==> src/rtl/cu_mc.sv <==
// Multi-cycle control unit for the risc-iv core: FETCH/DECODE/EXEC/MEM/WB sequencing.
// Optional BEQ/JMP support is enabled by defining CU_BRANCH_EN.
module cu_mc #(
  parameter int unsigned OPC_W    = 4,
  parameter int unsigned ALU_OP_W = 3,
  parameter int unsigned CNT_W    = 16
) (
  input  logic                clk,
  input  logic                rst,
  input  logic                instr_valid,
  output logic                instr_ready,
  input  logic [OPC_W-1:0]    opcode,
  input  logic                mem_ready,
  input  logic                zero,
  output logic                pc_write,
  output logic                pc_src,
  output logic                reg_write,
  output logic                alu_src,
  output logic                mem_read,
  output logic                mem_write,
  output logic                mem_to_reg,
  output logic [ALU_OP_W-1:0] alu_opn,
  output logic                busy,
  output logic                illegal,
  output logic [CNT_W-1:0]    retire_cnt
);

  typedef enum logic [2:0] {StFetch, StDecode, StExec, StMem, StWb} state_e;

  state_e             state_q, state_d;
  logic [OPC_W-1:0]   ir_op_q;
  logic [CNT_W-1:0]   retire_cnt_q;
  logic [3:0]         op_lo;
  logic               hi_zero;
  logic               is_alu, is_load, is_store, is_beq, is_jmp, is_illegal;
  logic               retire;

  assign op_lo    = ir_op_q[3:0];
  assign hi_zero  = ((ir_op_q >> 4) == '0);
  assign is_alu   = hi_zero && (op_lo <= 4'd6);
  assign is_load  = hi_zero && (op_lo == 4'd7);
  assign is_store = hi_zero && (op_lo == 4'd8);
`ifdef CU_BRANCH_EN
  assign is_beq   = hi_zero && (op_lo == 4'd9);
  assign is_jmp   = hi_zero && (op_lo == 4'd10);
`else
  logic unused_zero;
  assign is_beq      = 1'b0;
  assign is_jmp      = 1'b0;
  assign unused_zero = zero;
`endif
  assign is_illegal = !(is_alu || is_load || is_store || is_beq || is_jmp);

  // Retire fires in the state whose exit edge completes the instruction.
  assign retire = (state_q == StWb) ||
                  (state_q == StMem && is_store && mem_ready) ||
                  (state_q == StExec && is_beq) ||
                  (state_q == StDecode && is_jmp);

  always_ff @(posedge clk) begin
    if (rst) begin
      state_q      <= StFetch;
      ir_op_q      <= '0;
      retire_cnt_q <= '0;
    end else begin
      state_q <= state_d;
      if (state_q == StFetch && instr_valid) ir_op_q <= opcode;
      if (retire) retire_cnt_q <= retire_cnt_q + CNT_W'(1);
    end
  end

  always_comb begin
    state_d = state_q;
    case (state_q)
      StFetch:  if (instr_valid) state_d = StDecode;
      StDecode: begin
        if (is_alu || is_beq)        state_d = StExec;
        else if (is_load || is_store) state_d = StMem;
        else                          state_d = StFetch;
      end
      StExec:   state_d = is_beq ? StFetch : StWb;
      StMem:    if (mem_ready) state_d = is_load ? StWb : StFetch;
      StWb:     state_d = StFetch;
      default:  state_d = StFetch;
    endcase
  end

  always_comb begin
    instr_ready = 1'b0;
    busy        = 1'b0;
    pc_write    = 1'b0;
    pc_src      = 1'b0;
    reg_write   = 1'b0;
    alu_src     = 1'b0;
    mem_read    = 1'b0;
    mem_write   = 1'b0;
    mem_to_reg  = 1'b0;
    illegal     = 1'b0;
    alu_opn     = '0;
    if (!rst) begin
      case (state_q)
        StFetch: instr_ready = 1'b1;
        StDecode: begin
          busy = 1'b1;
          if (is_illegal) begin
            illegal = 1'b1;
          end else begin
            pc_write = 1'b1;
            alu_src  = is_load || is_store;
            pc_src   = is_jmp;
          end
        end
        StExec: begin
          busy = 1'b1;
`ifdef CU_BRANCH_EN
          if (is_beq) begin
            alu_opn[0] = 1'b1;
            pc_write   = zero;
            pc_src     = zero;
          end else begin
            alu_opn[2:0] = ir_op_q[2:0];
          end
`else
          alu_opn[2:0] = ir_op_q[2:0];
`endif
        end
        StMem: begin
          busy      = 1'b1;
          alu_src   = 1'b1;
          mem_read  = is_load;
          mem_write = is_store;
        end
        StWb: begin
          busy       = 1'b1;
          reg_write  = 1'b1;
          mem_to_reg = is_load;
          if (is_alu) alu_opn[2:0] = ir_op_q[2:0];
        end
        default: ;
      endcase
    end
  end

  assign retire_cnt = rst ? '0 : retire_cnt_q;

endmodule
==> config.mk <==
export PLATFORM = sky130hd
export DESIGN_NAME = cu_mc
export DESIGN_NICKNAME = d
export VERILOG_FILES = /design/src/rtl/cu_mc.sv
export SDC_FILE = /design/constraint.sdc
export NUM_CORES = 1
export LEC_CHECK = 0
export ABC_AREA = 1
export CORE_ASPECT_RATIO = 0.75
export CORE_MARGIN = 2
export CORE_UTILIZATION = 52
export CTS_CLUSTER_SIZE = 14
export DETAILED_ROUTE_END_ITERATION = 8
export PLACE_DENSITY_LB_ADDON = 0.1
export SETUP_SLACK_MARGIN = 0.4
export SYNTH_ARGS = -nofsm -noshare
export SYNTH_HDL_FRONTEND = slang
export SYNTH_SLANG_ARGS = --single-unit
==> constraint.sdc <==
create_clock -name clk -period 3.5 [get_ports clk]
set_input_delay 0.525 -clock clk [delete_from_list [all_inputs] [get_ports clk]]
set_output_delay 0.525 -clock clk [all_outputs]
set_load 0.05 [all_outputs]
==> results.sh <==
export IMPL_finalWorstSetupSlack_ns=1.188
export IMPL_endpoint_kind="primary output"
export IMPL_worstReg2RegStart="retire_cnt_q[0]"
export IMPL_ys_types=27
export IMPL_dr_pass1_iters=4
export IMPL_powerDensity_nw_per_um2=331.1
export IMPL_syn_area_sq_um=1434
export IMPL_seq_area_sq_um=460.4
export IMPL_multiInputGateArea_sq_um=803.3
export IMPL_fin_crit_ns=2.312
export IMPL_rr_worst_depth=7
export IMPL_hold_viol_final=0
export IMPL_cts_repair_resize_count=0
export IMPL_instances_no_fill=307
export IMPL_comb_power_share_pct=23.2
export IMPL_grt_usage_pct=21.80
export IMPL_ir_worst_vdd_mv=0.2607
export IMPL_final_nets=282
export IMPL_syn_area_per_cell_sq_um=6.025
export IMPL_tns_ns=0
export IMPL_hp_start="retire_cnt_q[14]"
export IMPL_antenna_found_initial=0
export IMPL_drv_cap=0
export IMPL_die_h_microns=49.48
export IMPL_setup_viol=0
export IMPL_drt_wl_total_microns=3262
export IMPL_seqPwrFrac_pct=48.5
export IMPL_worstPathArrival_ns=1.79
export IMPL_synth_nets=248
export IMPL_post_cts_buffers=0
export IMPL_required_ns=2.97
export IMPL_clkPwrFrac_pct=28.2
export IMPL_mostFrequentLayoutCells="nand2_1, nor2_1, inv_1, buf_4, dfxtp_1"
export IMPL_vias_per_cell=4.896
export IMPL_clock_path_buffers=2
export IMPL_status="completed"
export IMPL_layout_commonest_cell="nand2_1"
export IMPL_p_int_uw=397.3
export IMPL_dp_cells=303
export IMPL_core_area_sq_um=2623
export IMPL_finClkSkew_ns=0.003370
export IMPL_cts_root_buf="clkbuf_8"
export IMPL_rows=16
export IMPL_clk_pin_slew_worst_paths_ns=0.08
export IMPL_syn_to_final_growth_pct=24.00
export IMPL_cts_htree_levels=1
export IMPL_drt_initial_drc_count=109
export IMPL_swShare_pct=32.51
export IMPL_yosysWarnings=0
export IMPL_drc=0
export IMPL_initial_core_util_pct=54.68
export IMPL_switching_power_uw=191.4
export IMPL_gp_congestion=0.8764
export IMPL_cts_tree="built"
export IMPL_dp_slack_ns=1.189
export IMPL_grt_overflow_total=0
export IMPL_synth_seq_cells=23
export IMPL_ioPinCount=38
export IMPL_hold_class="reg -> reg"
export IMPL_cts_sinks=23
export IMPL_dp_hpwl_microns=2429
export IMPL_r2r_end="retire_cnt_q[10]"
export IMPL_dieArea_sq_um=3198
export IMPL_io_buffers=35
export IMPL_synth_seq_area_share_pct=32.11
export IMPL_path_max_fanout=18
export IMPL_grt_pass1_vias=1273
export IMPL_slew_violations=0
export IMPL_fillers=251
export IMPL_drive_gt1_share_pct=15.50
export IMPL_vias=1503
export IMPL_max_clock_freq_mhz=432.4
export IMPL_hold_depth=2
export IMPL_power_uw=588.6
export IMPL_wl_per_cell_microns=10.63
export IMPL_cts_hold_buf=0
export IMPL_numCtsBuffers=3
export IMPL_synthCells=238
export IMPL_path_class="in -> out"
export IMPL_antenna_cells=0
export IMPL_grt_pass1_wl_microns=5575
export IMPL_detail_route_antenna_nets=0
export IMPL_rsz0062_at_grt="false"
export IMPL_cp_start_kind="input port"
export IMPL_grt_max_degree=27
export IMPL_hold_end="retire_cnt_q[14]"
export IMPL_p_leak_nw=0.7257
export IMPL_clock_latency_ns=0.27
export IMPL_rrSetupSlack_ns=1.94
export IMPL_min_period_over_period_pct=66.07
export IMPL_chipWidth_microns=64.64
[power by group through the flow]
stage               clock network (mW)  logic, mW  registers (mW)
finish                           0.166      0.137           0.286
global placement                     0      0.135           0.292
global route                     0.179      0.153           0.288
CTS                              0.170      0.136           0.286
detailed placement                   0      0.135           0.292
floorplan                            0      0.102           0.290
[cell type report]
type,count,area share (%)
clock buffer,4,2.533
inverter,31,6.545
multi-input combinational,176,45.18
sequential,23,25.90
tap,36,2.533
timing repair buffer,37,17.31
[critical path: stages]
cell	delay, ns
clkdlybuf4s50_1	0.40
buf_4	0.20
nor4_1	0.46
buf_12	0.20
[synthesized netlist by cell type]
master | number | share of area [%]
nand2_4 | 1 | 0.79
nand3_2 | 1 | 0.70
dfxtp_1 | 23 | 32
inv_2 | 1 | 0.26
a21oi_1 | 21 | 7.3
xor2_1 | 2 | 1.2
nand4_1 | 5 | 2.2
conb_1 | 1 | 0.26
nor3_1 | 10 | 3.5
nor2_4 | 2 | 1.6
and3_1 | 1 | 0.44
inv_1 | 30 | 7.9
nor4_1 | 1 | 0.44
buf_1 | 2 | 0.52
o21ai_0 | 7 | 2.4
nand3_1 | 14 | 4.9
clkbuf_1 | 2 | 0.52
nor2_2 | 1 | 0.44
buf_6 | 1 | 0.79
nand2_1 | 56 | 15
a21oi_2 | 1 | 0.61
nand2_2 | 2 | 0.87
buf_8 | 1 | 1.0
buf_4 | 1 | 0.52
ha_1 | 1 | 0.87
nor2_1 | 49 | 13
buf_2 | 1 | 0.35
[worst max path at each step]
stage | from | to | slack [ns] | cells after the start
floorplan | rst | illegal | 0.72 | 2
global placement | rst | illegal | 1.19 | 4
detailed placement | rst | illegal | 1.19 | 4
CTS | rst | illegal | 1.19 | 4
global route | rst | illegal | 1.09 | 4
finish | rst | illegal | 1.19 | 4
[sequential cells by signal, indices dropped and copies added, names as in the netlist]
name and flops:
ir_op_q 4, retire_cnt_q 16, state_q 3
[logic make-up (layout without fill, tap and decap cells)]
group / count (synthesis) / in the layout / synth area share [%]
compound gates: 29 / 29 / 10.38
flops: 23 / 23 / 32.11
xor+xnor: 2 / 2 / 1.222
simple gates: 143 / 143 / 43.28
buf+inv: 39 / 72 / 11.87
other cells: 1 / 1 / 0.2615
fa+ha+maj: 1 / 1 / 0.8725
[layer usage]
layer | vias to the layer above | GRT usage (%) | wire length, microns
met5 | - | 0 | 0
met4 | 0 | 3.191 | 12
met3 | 2 | 4.795 | 177
met2 | 33 | 34.38 | 1385
met1 | 654 | 31.29 | 1686
li1 | 814 | - | -
[through the flow]
step                hold WS (ns)  instance area, sq um  util (%)
floorplan                 0.4584                  1434         -
CTS                       0.4879                  1778     67.80
global placement          0.4722                  1733     66.08
global route              0.5019                  1778     67.80
finish                    0.4879                  1778     67.80
detailed placement        0.4766                  1733     66.08
No activity file was read; power rests on OpenSTA's default activity.
